### src/rtl/vending_mcn_if.sv
// Coin/dispense bus between acceptor, controller and actuator.
// data: coin value in; out: vend pulse; state: credit state.
interface vending_mcn_if;
  logic [3:0] data;
  logic       out;
  logic [1:0] state;

  modport master (
    output data,
    input  out,
    input  state
  );

  modport slave (
    input  data,
    output out,
    output state
  );
endinterface

### src/rtl/vending_mcn.sv
// Coin-accumulating vending controller, price 15, coins 5/10.
// Ports: clk, rst (async active-low), bus (data in, out/state regs).
module vending_mcn (
  input  logic         clk,
  input  logic         rst,
  vending_mcn_if.slave bus
);

  typedef enum logic [1:0] {
    S0  = 2'b00,
    S5  = 2'b01,
    S10 = 2'b10,
    SX  = 2'b11
  } state_t;

  state_t st;
  logic   vend;
  logic   five;
  logic   ten;

  // Undefined or unknown codes decode to neither coin.
  assign five = (bus.data == 4'd5);
  assign ten  = (bus.data == 4'd10);

  always_ff @(posedge clk or negedge rst) begin
    if (!rst) begin
      st   <= S0;
      vend <= 1'b0;
    end else begin
      vend <= 1'b0;
      case (st)
        S0: begin
          if (five) begin
            st <= S5;
          end else if (ten) begin
            st <= S10;
          end
        end
        S5: begin
          if (five) begin
            st <= S10;
          end else if (ten) begin
            st   <= S0;
            vend <= 1'b1;
          end
        end
        S10: begin
          if (five) begin
            st   <= S0;
            vend <= 1'b1;
          end else if (ten) begin
            // 20 paid, 5 carried over
            st   <= S5;
            vend <= 1'b1;
          end
        end
        default: begin
          st <= S0;
        end
      endcase
    end
  end

  assign bus.out   = vend;
  assign bus.state = st;

endmodule

### src/flat_wrapper.sv
// flat-port wrapper written by rule: the top's interface ports become plain ports
module vending_mcn_flat 
  (clk, rst, bus_data, bus_out, bus_state);
  vending_mcn_if bus_i ();
  input  logic clk;
  input  logic rst;
  input wire logic [$bits(bus_i.data)-1:0] bus_data;
  output wire logic [$bits(bus_i.out)-1:0] bus_out;
  output wire logic [$bits(bus_i.state)-1:0] bus_state;
  assign bus_i.data = bus_data;
  assign bus_out = bus_i.out;
  assign bus_state = bus_i.state;
  vending_mcn u_core (.clk(clk), .rst(rst), .bus(bus_i));
endmodule
### config.mk
export PLATFORM = sky130hd
export DESIGN_NAME = vending_mcn_flat
export DESIGN_NICKNAME = d
export VERILOG_FILES = /design/src/rtl/vending_mcn_if.sv /design/src/rtl/vending_mcn.sv /design/src/flat_wrapper.sv
export SDC_FILE = /design/constraint.sdc
export NUM_CORES = 1
export LEC_CHECK = 0
export CAP_MARGIN = 30
export CORE_AREA = 2 2 39 41
export CTS_CLUSTER_SIZE = 20
export DETAILED_ROUTE_END_ITERATION = 16
export DIE_AREA = 0 0 41 43
export PLACE_DENSITY = 0.39
export SLEW_MARGIN = 20
export SYNTH_ARGS = -nofsm -noshare
export SYNTH_HDL_FRONTEND = slang
export SYNTH_SLANG_ARGS = --single-unit
### constraint.sdc
create_clock -name clk -period 1.4 [get_ports clk]
set_input_delay 0.28 -clock clk [delete_from_list [all_inputs] [get_ports clk]]
set_output_delay 0.28 -clock clk [all_outputs]
set_load 0.1 [all_outputs]
==> results of run 1 <==
[flip-flops by register name, summed over array words and instances, names as in the netlist]
signal and count:
u_core.bus.state 2, u_core.bus.out 1
[final cells by class]
cell class              count  area, um2  share of cell area (%)
multi-input cells          19      212.7                   41.26
repair buffers             15      161.4                   31.31
flip-flops and latches      3      82.58                   16.02
clock buffers               4      26.28                   5.097
well taps                  16      20.02                   3.883
inverters                   2      12.51                   2.427
[kinds of logic after synthesis]
logic type                 Yosys count  synth area share, %
and+or+nand+nor                     10                31.82
AOI/OAI and AO/OA                    5                14.65
adders and majority gates            4                20.20
DFF                                  3                30.30
buffers and inverters                2                3.031
[cells in the mapped netlist]
cell type	number
dfrtp_1	3
and4bb_1	1
a21boi_0	1
nor2_1	1
o311a_1	1
nand2_1	1
or3_1	1
ha_1	4
o21ai_0	1
nor3_1	1
a31oi_1	1
o21bai_1	1
inv_1	2
nand3b_1	1
and4bb_4	1
or3b_1	2
nor4_1	1
[what timing repair did]
item / 4_1_cts / 5_1_grt
buffers inserted: 4 / 0
pin swaps: 6 / 1
hold endpoints to repair: 0 / 0
setup endpoints to repair: 2 / 2
hold buffers: 0 / 0
resized for setup: 5 / 2
[layer usage]
layer  global-route usage (%)  wire length [um]  part of all wire, %
met5                        0                 0                    0
met4                    6.000                17                  2.4
met3                    1.571                12                  1.7
met2                    16.56               379                   55
met1                    11.04               286                   41
[per-stage QoR]
| stage | util (%) | instances | area (um2) | hold slack [ns] |
|---|---|---|---|---|
| after floorplan | - | 24 | 300.3 | -0.01559 |
| after global placement | 32.73 | 51 | 452.9 | 0.4696 |
| after detailed placement | 32.73 | 51 | 452.9 | 0.4700 |
| after CTS | 36.89 | 59 | 510.5 | 0.2271 |
| after global routing | 37.25 | 59 | 515.5 | 0.2280 |
| final | 37.25 | 59 | 515.5 | 0.2289 |
[report_power, final]
part	internal, W	total (W)	switching (W)	leakage (nW)
Clock	0.000107	0.000151	0.0000444	0.0150
Sequential	0.000140	0.000214	0.0000739	0.0361
Combinational	0.000390	0.000842	0.000452	0.172
Total	0.000636	0.00121	0.000571	0.224
[path summary, 6_finish.rpt]
check | to | slack [ns]
max in group asynchronous | u_core.bus.state[0] | 1.01
worst min register to register | u_core.bus.state[0] | 0.79
worst max register to register | u_core.bus.state[1] | 0.03
worst max-delay path | u_core.bus.state[1] | 0.03
min in group clk | u_core.bus.out | 0.64
worst min-delay path | u_core.bus.state[1] | 0.23
==> impl_metrics.py, run 1 <==
metrics = {
    "status": {
        "outcome": "completed",
    },
    "grt": {
        "grt_pass1_wl_um": 1138,
        "grt_pass1_vias": 276,
        "grt_max_degree": 6,
        "overflow": 0,
        "grt_use_total_pct": 9.970,
        "antenna_found_initial": 0,
    },
    "sta": {
        "max_freq_mhz": 731.1,
        "finalSetupTns_ns": 0,
        "fin_crit_ns": 1.368,
        "maxSlewViolCount": 0,
        "fin_skew_ns": 0.0003704,
        "grt_setup_unrepaired": "yes",
        "fin_ws_ns": 0.03217,
        "tightest_slew_ns": 0.2323,
        "fin_crit_sh_pct": 97.70,
        "setup_viol": 0,
        "slew_headroom_pct": 84.37,
        "finalHoldViolCount": 0,
    },
    "routing": {
        "num_vias": 268,
        "wl_per_cell_um": 11.78,
        "dr.pass1.iters": 1,
        "drt_first_iter_violations": 0,
        "detail_route.vias_per_cell": 4.542,
        "routed_wl_um": 695,
        "drc": 0,
        "ant_nets": 0,
    },
    "power": {
        "p_leak_nw": 0.2236,
        "p_per_area_nw_per_um2": 2341,
        "peakVddDrop_uv": 691.5,
        "power.total_w": 0.001207,
    },
    "place": {
        "dp.final_hpwl_um": 509.9,
        "post-place-ws_ns": -0.2645,
        "gp_congestion": 0.7447,
        "port_buffers": 8,
    },
    "worst_setup_path": {
        "cp-start-kind": "flop",
        "path_class": "reg2reg",
        "required_ns": 1.54,
        "cp_slowest_stage_delay_ns": 0.52,
        "cp.arrival_ns": 1.51,
        "crit_chain": "inv_4 > ha_4 > or3b_1 > a31oi_1",
        "worstSetupEndpointType": "flop",
        "crit_path_top_delay_cell": "dfrtp_4",
        "path_depth": 4,
        "crit_start": "u_core.bus.state[1]",
        "crit_family": "flip-flops",
        "r2r_start": "u_core.bus.state[1]",
        "path_max_fanout": 4,
        "reg2regPathDepth": 4,
        "crit_buf_inv": 1,
    },
    "final_layout": {
        "final_common_cell": "buf_4",
        "fin_nets": 54,
        "drive_above_1_share_pct": 58.14,
        "antenna_cells": 0,
        "final_cell_mix": "7 x buf_4, 3 x ha_4, 3 x clkbuf_4, 3 x dlygate4sd2_1, 3 x buf_12",
        "nFillCells": 139,
        "area_growth_pct": 108.1,
    },
    "logic_synthesis": {
        "synthCells": 24,
        "synth-seq-cells": 3,
        "ys_seq_area_share_pct": 30.30,
        "yosys.area.top_type": "dfrtp_1",
        "synth_nets": 34,
        "syn_area_per_cell_um2": 10.32,
        "synth_top_cell_area_share_pct": 30.30,
        "synth_area_leaders": "dfrtp_1 30%, ha_1 20%, or3b_1 7.1%",
        "synthDistinctLibCells": 17,
        "synth_area_um2": 247.7,
        "yosys_warnings": 0,
    },
    "floorplanning": {
        "die_w_um": 41,
        "die_area_um2": 1763,
        "floorplan.initialDensity_pct": 17.90,
        "rows": 14,
        "core-area_um2": 1384,
        "ios": 9,
        "die_h_um": 43,
    },
    "clocking": {
        "htreeDepth": 1,
        "cts_tree": "yes",
        "clock-sinks": 3,
        "numCtsBuffers": 3,
        "clockRootBuffer": "clkbuf_4",
        "cts.clk_slew.worst_paths_ns": 0.04,
        "clkLatencyLatePin_ns": 0.23,
        "cts_buffer_depth": 2,
    },
    "job": {
        "maxCapViolCount": 0,
    },
    "hold_path": {
        "hold_class": "in2async",
    },
}
(Power assumes the default switching activity.)
==> inputs of run 2 (changes only) <==
CTS_CLUSTER_DIAMETER = 60   (was unset)
CTS_CLUSTER_SIZE = 16   (was 20)
==> results of run 2 <==
The final DEF is identical to that of run 1; final timing and power are the same.
==> inputs of run 3 (changes only) <==
PLACE_DENSITY = 0.43   (was 0.39)
SLEW_MARGIN = 10   (was 20)
==> run 3 against run 2 <==
  * Die area unchanged
  * Sequential share of layout area increased by 0.078 points
  * Power is 2.1% lower
  * Sequential power hardly changed
  * Via count is 3.0% lower
  * Worst hold slack got worse by 0.0072 ns
  * Cell area shrank 0.49%
  * Clock skew up 0.0024 ns
  * Critical endpoint is now u_core.bus.state[0]
==> impl_metrics.py, run 3 (synthesized netlist as in run 1, its figures left out) <==
metrics = {
    "place": {
        "gp_congestion": 0.7053,
        "port_buffers": 8,
        "dpl_cell_area_um2": 460.4,
        "place_inst": 52,
        "post-place-ws_ns": -0.2386,
    },
    "sta": {
        "maxSlewViolCount": 0,
        "finalSetupTns_ns": 0,
        "finalHoldViolCount": 0,
        "fin_skew_ns": 0.002785,
        "max_freq_mhz": 732.4,
        "setup_viol": 0,
        "tightest_slew_ns": 0.1954,
        "fin_ws_ns": 0.03470,
        "fin_crit_sh_pct": 97.52,
        "hold_ws_ns": 0.2217,
        "slew_headroom_pct": 86.86,
        "fin_crit_ns": 1.365,
    },
    "hold_path": {
        "hold_class": "in2async",
    },
    "final_layout": {
        "drive_above_1_share_pct": 53.66,
        "multiInputGateArea_um2": 216.5,
        "seqCellArea_um2": 82.58,
        "fin_nets": 52,
        "nFillCells": 138,
        "instances_no_fill": 57,
        "final_common_cell": "buf_4",
        "area_growth_pct": 107.1,
        "antenna_cells": 0,
        "final_cell_mix": "5 x buf_4, 3 x ha_4, 3 x clkbuf_4, 3 x dlymetal6s2s_1, 3 x buf_12",
        "largest_reg_flops": 2,
        "fin_area_um2": 513.0,
    },
    "power": {
        "p_per_area_nw_per_um2": 2303,
        "power_frac_comb_pct": 68.1,
        "p_leak_nw": 0.2288,
        "seq_power_share_pct": 18.3,
        "peakVddDrop_uv": 571.4,
        "p_clk_share_pct": 13.6,
        "sw_frac_of_total_pct": 47.84,
        "p_sw_w": 0.0005652,
        "internal_power_w": 0.0006162,
    },
    "clocking": {
        "htreeDepth": 1,
        "cts_buffer_depth": 2,
        "cts_tree": "yes",
        "clock-sinks": 3,
        "clockRootBuffer": "clkbuf_4",
        "ctsHoldBuffers": 0,
        "cts.clk_slew.worst_paths_ns": 0.04,
        "numCtsBuffers": 3,
        "clkLatencyLatePin_ns": 0.24,
    },
    "floorplanning": {
        "ios": 9,
        "die_area_um2": 1763,
        "rows": 14,
        "die_w_um": 41,
        "floorplan.initialDensity_pct": 17.90,
        "core-area_um2": 1384,
        "die_h_um": 43,
    },
    "worst_setup_path": {
        "cp-start-kind": "input port",
        "cp.arrival_ns": 1.48,
        "required_ns": 1.52,
        "path_max_fanout": 4,
        "worstSetupEndpointType": "flop",
        "path_class": "in2reg",
    },
    "job": {
        "maxCapViolCount": 0,
    },
    "routing": {
        "dr.pass1.iters": 2,
        "routed_wl_um": 619,
        "routed.top_layer": "met3",
        "drc": 0,
        "ant_nets": 0,
        "drt_first_iter_violations": 1,
        "detail_route.vias_per_cell": 4.561,
        "num_vias": 260,
        "wl_met2_um": 348,
        "wl_per_cell_um": 10.86,
        "dr_wl_met3_um": 27,
        "met1Wirelength_um": 242,
    },
    "status": {
        "outcome": "completed",
    },
    "grt": {
        "overflow": 0,
        "grt_pass1_wl_um": 1021,
        "grt_max_degree": 6,
        "grt_use_total_pct": 8.735,
        "grt_pass1_vias": 272,
        "antenna_found_initial": 0,
    },
}
run 3: timing repair:
item,CTS,global route
setup buffers,0,1
resized for setup,0,5
setup endpoints to repair,0,2
run 3: routing by layer:
metal | vias to the layer above | GRT usage [%]
met2 | 6 | 13.75
met3 | 0 | 4.712
met5 | - | 0
met4 | 0 | 4.000
li1 | 128 | -
met1 | 126 | 9.003
run 3: worst paths after layout:
kind | startpoint | depth (start not counted) | slack [ns] | end
max reg2reg | u_core.bus.state[0] | 5 | 0.06 | u_core.bus.state[1]
min | rst | 1 | 0.22 | u_core.bus.state[0]
max | bus_data[1] | 4 | 0.03 | u_core.bus.state[0]
max in group asynchronous | rst | 1 | 1.02 | u_core.bus.state[1]
min in group clk | bus_data[3] | 4 | 0.63 | u_core.bus.state[1]
min reg2reg | u_core.bus.state[1] | 2 | 0.71 | u_core.bus.state[1]
run 3: cell type report:
type | count | share of cell area (%)
tap | 16 | 3.902
multi-input combinational | 19 | 42.20
inverter | 2 | 2.439
sequential | 3 | 16.10
timing repair buffer | 13 | 30.24
clock buffer | 4 | 5.122
run 3: power groups by stage:
| stage | combinational (W) | sequential, W | clock (W) |
|---|---|---|---|
| global route | 0.000857 | 0.000223 | 0.000184 |
| detailed placement | 0.000745 | 0.000224 | 0 |
| finish | 0.000805 | 0.000216 | 0.000160 |
| floorplan | 0.000270 | 0.000436 | 0 |
| CTS | 0.000748 | 0.000223 | 0.000168 |
| global placement | 0.000736 | 0.000227 | 0 |
run 3: through the flow:
step	util [%]	total power, W
5_1_grt	37.07	0.001265
4_1_cts	35.17	0.001139
3_3_place_gp	33.27	0.0009626
3_5_place_dp	33.27	0.0009690
2_1_floorplan	-	0.0007061
6_report	37.07	0.001181
run 3: worst max-delay path, cell delays in order:
cell	delay, ns
clkdlybuf4s50_1	0.46
and4bb_1	0.25
or3b_1	0.37
o311a_1	0.12
